**src/rtl/axis_egress_fifo.sv**
```systemverilog
// axis_egress_fifo: DEPTH-entry first-word-fall-through AXI-Stream egress buffer.
// Carries tdata/tkeep/tlast/tuser verbatim, supports a synchronous flush and
// reports occupancy. Every output is registered, so m_tready never reaches
// s_tready combinationally.
// Optional statistics (frames_out, stall_cycles) are compiled in when the
// macro AXIS_EGRESS_FIFO_STATS_EN is defined.
module axis_egress_fifo #(
    parameter int DATA_WIDTH = 64,
    parameter int USER_WIDTH = 1,
    parameter int DEPTH      = 4,
    parameter int KEEP_WIDTH = DATA_WIDTH / 8
) (
    input  logic                     clk,
    input  logic                     rst,
    input  logic                     flush,
    input  logic [DATA_WIDTH-1:0]    s_tdata,
    input  logic [KEEP_WIDTH-1:0]    s_tkeep,
    input  logic                     s_tvalid,
    output logic                     s_tready,
    input  logic                     s_tlast,
    input  logic [USER_WIDTH-1:0]    s_tuser,
    output logic [DATA_WIDTH-1:0]    m_tdata,
    output logic [KEEP_WIDTH-1:0]    m_tkeep,
    output logic                     m_tvalid,
    input  logic                     m_tready,
    output logic                     m_tlast,
    output logic [USER_WIDTH-1:0]    m_tuser,
    output logic [$clog2(DEPTH):0]   occupancy
`ifdef AXIS_EGRESS_FIFO_STATS_EN
    ,
    output logic [31:0]              frames_out,
    output logic [31:0]              stall_cycles
`endif
);

    localparam int AW = $clog2(DEPTH);
    localparam int PW = AW + 1;

    typedef struct packed {
        logic [DATA_WIDTH-1:0] data;
        logic [KEEP_WIDTH-1:0] keep;
        logic                  last;
        logic [USER_WIDTH-1:0] user;
    } beat_t;

    beat_t         mem [DEPTH];
    beat_t         s_beat;
    beat_t         m_beat;
    beat_t         head_nxt;

    logic [PW-1:0] wr_ptr, rd_ptr;
    logic [PW-1:0] wr_nxt, rd_nxt, occ_nxt;
    logic          push, pop;
    logic          full_nxt, empty_nxt;

    assign s_beat = '{data: s_tdata, keep: s_tkeep, last: s_tlast, user: s_tuser};

    assign m_tdata = m_beat.data;
    assign m_tkeep = m_beat.keep;
    assign m_tlast = m_beat.last;
    assign m_tuser = m_beat.user;

    // Next-state pointers and the entry that will be at the head after this edge.
    always_comb begin
        push      = s_tvalid && s_tready;
        pop       = m_tvalid && m_tready;
        wr_nxt    = wr_ptr + PW'(push);
        rd_nxt    = rd_ptr + PW'(pop);
        occ_nxt   = wr_nxt - rd_nxt;
        full_nxt  = (wr_nxt[AW] != rd_nxt[AW]) && (wr_nxt[AW-1:0] == rd_nxt[AW-1:0]);
        empty_nxt = (wr_nxt == rd_nxt);
        // The new head is the incoming word only when it lands in the slot
        // being advanced to, i.e. the buffer was (or becomes) otherwise empty.
        if (push && (rd_nxt == wr_ptr))
            head_nxt = s_beat;
        else
            head_nxt = mem[rd_nxt[AW-1:0]];
    end

    // Storage write; a push coinciding with reset or flush is discarded.
    always_ff @(posedge clk) begin
        if (push && !rst && !flush)
            mem[wr_ptr[AW-1:0]] <= s_beat;
    end

    // Pointers, flags and the registered head. Flush mirrors reset, so
    // s_tready drops for one cycle after either and returns on the next edge.
    always_ff @(posedge clk) begin
        if (rst || flush) begin
            wr_ptr    <= '0;
            rd_ptr    <= '0;
            occupancy <= '0;
            m_tvalid  <= 1'b0;
            s_tready  <= 1'b0;
            m_beat    <= '0;
        end else begin
            wr_ptr    <= wr_nxt;
            rd_ptr    <= rd_nxt;
            occupancy <= occ_nxt;
            m_tvalid  <= !empty_nxt;
            s_tready  <= !full_nxt;
            // Hold the last word when draining to empty; m_tvalid masks it.
            if (!empty_nxt)
                m_beat <= head_nxt;
        end
    end

`ifdef AXIS_EGRESS_FIFO_STATS_EN
    // Saturating frame and stall counters; cleared by reset only, not flush.
    always_ff @(posedge clk) begin
        if (rst) begin
            frames_out   <= '0;
            stall_cycles <= '0;
        end else begin
            if (m_tvalid && m_tready && m_tlast && (frames_out != 32'hFFFF_FFFF))
                frames_out <= frames_out + 32'd1;
            if (s_tvalid && !s_tready && (stall_cycles != 32'hFFFF_FFFF))
                stall_cycles <= stall_cycles + 32'd1;
        end
    end
`endif

endmodule

```
**config.mk**
```make
export PLATFORM = sky130hd
export DESIGN_NAME = axis_egress_fifo
export DESIGN_NICKNAME = d
export VERILOG_FILES = /design/src/rtl/axis_egress_fifo.sv
export SDC_FILE = /design/constraint.sdc
export NUM_CORES = 1
export LEC_CHECK = 0
export ABC_AREA = 1
export BUFFER_PORTS_ARGS = -buffer_cell sky130_fd_sc_hd__buf_2
export CORE_MARGIN = 1.5
export CORE_UTILIZATION = 40
export DETAILED_ROUTE_END_ITERATION = 10
export GPL_TIMING_DRIVEN = 0
export PLACE_DENSITY_LB_ADDON = 0.3
export SETUP_SLACK_MARGIN = 0.5
export SYNTH_ARGS = -nofsm -noshare
export SYNTH_HDL_FRONTEND = slang
export SYNTH_SLANG_ARGS = --single-unit
```
**constraint.sdc**
```tcl
create_clock -name clk -period 13 [get_ports clk]
set_input_delay 2.6 -clock clk [delete_from_list [all_inputs] [get_ports clk]]
set_output_delay 2.6 -clock clk [all_outputs]
set_load 0.1 [all_outputs]
```
After elaboration in Yosys (flattened, before gate mapping)
Memory sizes are Yosys's and may differ from the RTL's.
Cells that the tools add are included.
Widths: inputs -> output; s select.
- bits in registers: 85
- memory bits (writable): 296
- input bits: 79
- output and inout bits: 79
- word-level logic and storage cells: 31
- memories: 1
- memories (memory ; depth ; width ; read ports ; clocked after Yosys merged registers in ; wr ports ; RTL line ; text):
    mem ; 4 ; 74 ; 1 ; 0 ; 1 ; 46 ; beat_t mem [DEPTH];
- add/sub/neg operators: 3
- equality and inequality tests: 4
- mux-type cells: 3
- reduce and logical (&&, ||, !) cells: 11
- operators with widths (operator ; count):
    $mux 74 ; 1
    $add 3x1->3 ; 2
    $eq 3x3->1 ; 2
    $logic_and 1x1->1 ; 6
    $logic_not 1->1 ; 4
    $sub 3x3->3 ; 1
    $eq 2x2->1 ; 1
    $mux 1 ; 2
    $logic_or 1x1->1 ; 1
    $ne 1x1->1 ; 1

Depth between registers and ports, before layout
- depth after elaboration: 5
- depth in mapped cells: 16
- depth with buffers taken out: 13

Worst setup path before layout
No wires, ideal clock.
- path type: input port to flip-flop
- from: input port rst
- to: memory mem[2][0] (netlist bit) (enable)
- setup time: 598 ps
- arrival time: 8001 ps
- required time: 12402 ps
- setup slack: 4402 ps
- stages: 3
- buffers on the path: 0
- cell sequence: nor2_1 nand2_1 nor3_1
- longest elaborated chain between the ends: 5
- ends and longest elaborated chain (what ; RTL line ; text):
    start, declared ; 14 ; input logic rst,
    $logic_not 1->1 ; 82 ; if (push && !rst && !flush)
    $logic_and 1x1->1 (2 in a row) ; 82 ;
    $mux 1 ; 82 ;
    $mux 1 (not written as such) ; 83 ; mem[wr_ptr[AW-1:0]] <= s_beat;
    end, declared ; 46 ;
Every way passes these cells.

Final worst setup path
- from: input port m_tready
- to: register m_beat, in the netlist m_tdata[40]
- longest elaborated chain between the ends: 5
- elaborated cells between the ends (all ways): 7
- those cells by class: add/sub: 1; eq/ne: 2; mux: 1; reduce/logical: 2; memory: 1
- ends and longest elaborated chain (what ; RTL line ; text):
    start, declared ; 25 ; input logic m_tready,
    $logic_and 1x1->1 (*) ; 66 ; pop = m_tvalid && m_tready;
    $add 3x1->3 (*) ; 68 ; rd_nxt = rd_ptr + PW'(pop);
    named net rd_nxt[1] ; 52 ; logic [PW-1:0] wr_nxt, rd_nxt, occ_nxt;
    branches (longest 3 deep; another with $mem_v2 4x74) ; n/a ;
    end signal, assigned ; 104 ; m_beat <= head_nxt;
    end, declared ; 48 ; beat_t m_beat;
Mark *: on every way through the listed nets, which the timed path passes.
A chain may end at the register's enable or synchronous reset.

==> flow_metrics.tcl <==
set metrics [dict create \
    drt_iter0_markers 985 \
    crit_path_start_kind "input port" \
    slew_headroom 0.377 \
    area_delta_synth_final_pct 19.8 \
    power.share.combinational 0.062 \
    hpwl_um 27900 \
    initial_core_util 0.406 \
    worst-path-max-fanout 10 \
    end_kind "register" \
    top_layer_used "met5" \
    syn-num-nets 1611 \
    cts_tree "done" \
    cp.buffers_inverters 9 \
    grt_first_pass_wirelength_um 64700 \
    synth_top_area_share 0.567 \
    crit_top_cell "buf_2" \
    post-route-drc-count 0 \
    met2WireLength_um 20000 \
    reg2reg_from "m_tvalid" \
    ys_seq_elements 381 \
    hp-class "reg -> reg" \
    critPathMaxStageDelay_ps 530 \
    vias 11800 \
    ant_nets 0 \
    grt_max_degree 14 \
    die_area_um2 40400 \
    cp.arrival_ps 6260 \
    critical_path_required_ps 13480 \
    nNetsFinal 1844 \
    p_switching_uw 589 \
    synth-warning-count 0 \
    r2r_cells 16 \
    min_from "m_tdata[58]" \
    yosysTopAreaCell "edfxtp_1" \
    clk_latency_ps 550 \
    crit_chain "buf_2 > nand3_2 > buf_2 > buf_2 > inv_1 > ha_1 > inv_2 > clkbuf_1 > ha_1 > nand2_1 > nand3b_1 > nand2_1 > inv_1 > buf_4 > buf_2 > nand3_1 > nand2_1" \
    ys.flop_type "edfxtp_1" \
    cts_sinks 381 \
    fin_crit_ps 5780 \
    max_clock_freq_mhz 173 \
    synth_common_cells "nand2_1 (473), nand3_1 (450), edfxtp_1 (296), inv_1 (89), dfxtp_1 (85)" \
    htreeDepth 2 \
    rsz0062_at_grt "no" \
    fin_crit_sh 0.444 \
    core_um2 38600 \
    p_leak_nw 8.04 \
    wl_um 42100 \
    globalplace.congestion 0.789 \
    path_clk_slew_ps 60 \
    track_usage 0.207 \
    setup-violations-final 0 \
    io_buffer_count 157 \
    antenna_found_initial 5 \
    async_flop_share 0 \
    drive_gt1_frac 0.182 \
    grt_pass1_vias 11500 \
    status "completed" \
    peakVddDrop_uv 86.7 \
    synth_area_um2 15700 \
    netlist_instances 1526 \
    path_delay_family "buffers and inverters" \
    final_core_util 0.486 \
    grt_overflow 0 \
    pwr_density_cell_nw_per_um2 139 \
    syn_avg_cell_area_um2 10.3 \
    final.setup.tns_ps 0 \
    cts_made_buffers 41 \
    vias_per_cell 5.13 \
    p_int_mw 2.02 \
    post-synth-top-count-cell "nand2_1" \
    synth.area.top_cells "edfxtp_1 (57%), nand3_1 (14%), nand2_1 (11%)" \
    synth_edf_count 296 \
    cts_buffer_depth 3 \
    holdBufCountCts 0 \
    clkPwrFrac 0.431 \
    slew_viol_final 0 \
    reg2reg_slack_ps 9070 \
    post_cts_buffers 0 \
    reg2reg_to "m_tdata[40]" \
    die_x_um 201 \
    yosysSeqAreaShare 0.675 \
    whs_endpoint "m_tdata[58]" \
    slowest_stage "clkbuf_1" \
    tightest_slew_ps 930 \
    max_cap_violations 0 \
    die_h_um 201 \
    p_sw_frac 0.225 \
    p_seq_frac 0.507 \
    wl_per_cell_um 18.2 \
    clockRootBuffer "clkbuf_16" \
    whs_path_depth 2 \
    first_pass_iters 7 \
    row_count 72 \
    met1_length_um 18100 \
    skew_ps 14.4 \
    cts_resized 0 \
    synth.distinct_cells 20 \
    ios 158 \
    holdWs_ps 445 \
    worstSetupPathType "in -> reg" \
    finalHoldViolCount 0 \
    wl_met3_um 2670 \
]
==> how the worst max path moves through the flow <==
stage                     startpoint          end  slack [ps]  cells after the start
after floorplan                  rst    mem[2][0]        4400                      3
after global placement           rst   mem[2][65]          90                      4
after detailed placement    m_tready  m_tdata[40]        6720                     17
after CTS                   m_tready  m_tdata[40]        7290                     17
after global routing        m_tready  m_tdata[40]        7050                     17
final                       m_tready  m_tdata[40]        7220                     17
==> flip-flops by register name, indices dropped and copies added, names as in the netlist <==
signal	flops
occupancy	3
mem	296
m_tkeep	8
m_tlast	1
m_tdata	64
wr_ptr	3
m_tvalid	1
m_tuser	1
rd_ptr	3
s_tready	1
==> metrics by stage <==
step,worst slack [ps],cells,instance area [um^2],total power [mW]
floorplan,4400,1526,15700,1.46
global placement,90.8,2201,17100,1.51
detailed placement,6720,2234,17500,1.51
CTS,7290,2307,18800,2.63
global route,7050,2308,18800,2.69
finish,7220,2310,18800,2.61
==> power groups by stage <==
| stage | clock network, mW | registers (mW) | logic [mW] |
|---|---|---|---|
| 6_report | 1.13 | 1.32 | 0.163 |
| 2_1_floorplan | 0 | 1.40 | 0.0551 |
| 3_3_place_gp | 0 | 1.35 | 0.158 |
| 4_1_cts | 1.15 | 1.32 | 0.163 |
| 3_5_place_dp | 0 | 1.35 | 0.162 |
| 5_1_grt | 1.19 | 1.33 | 0.175 |
==> cell usage in the layout (no fill, tap or decap) <==
master,n
nand2_1,473
nand3_1,450
edfxtp_1,296
buf_2,214
inv_1,89
dfxtp_1,85
clkbuf_16,41
clkbuf_1,39
buf_6,35
buf_4,12
nor2_1,11
clkinv_1,8
ha_1,5
clkbuf_8,5
nor3_2,4
buf_1,4
clkinv_2,4
diode_2,3
bufinv_16,3
inv_2,2
nand2_2,2
buf_8,2
nand3_2,1
nand3b_1,1
o21ai_0,1
a21oi_1,1
fa_1,1
==> cell type report <==
| class | instances | area (um^2) |
|---|---|---|
| multi-input combinational | 950 | 4230 |
| clock inverter | 15 | 140 |
| antenna | 3 | 7.51 |
| clock buffer | 58 | 1140 |
| inverter | 91 | 342 |
| timing repair buffer | 190 | 1160 |
| tap | 518 | 648 |
| buffer | 104 | 544 |
| fill | 3528 | 19800 |
| sequential | 381 | 10600 |
==> worst min-delay path, stage by stage, from the launching register on <==
cell	delay [ps]
dfxtp_1	300
nand2_1	60
nand2_1	40
==> cells by family after synthesis <==
family,Yosys count,share of synthesized area
simple gates,942,0.263
fa+ha+maj,6,0.00526
buf+inv,195,0.0565
compound gates,2,0.000637
flops,381,0.675
==> per-layer routing <==
metal / up-vias / GRT usage
met2: 422 / 0.338
met1: 5648 / 0.275
met3: 86 / 0.0334
met5: - / 0
li1: 5682 / -
met4: 4 / 0.0862
Note: power is estimated with default switching activity, not from simulation.
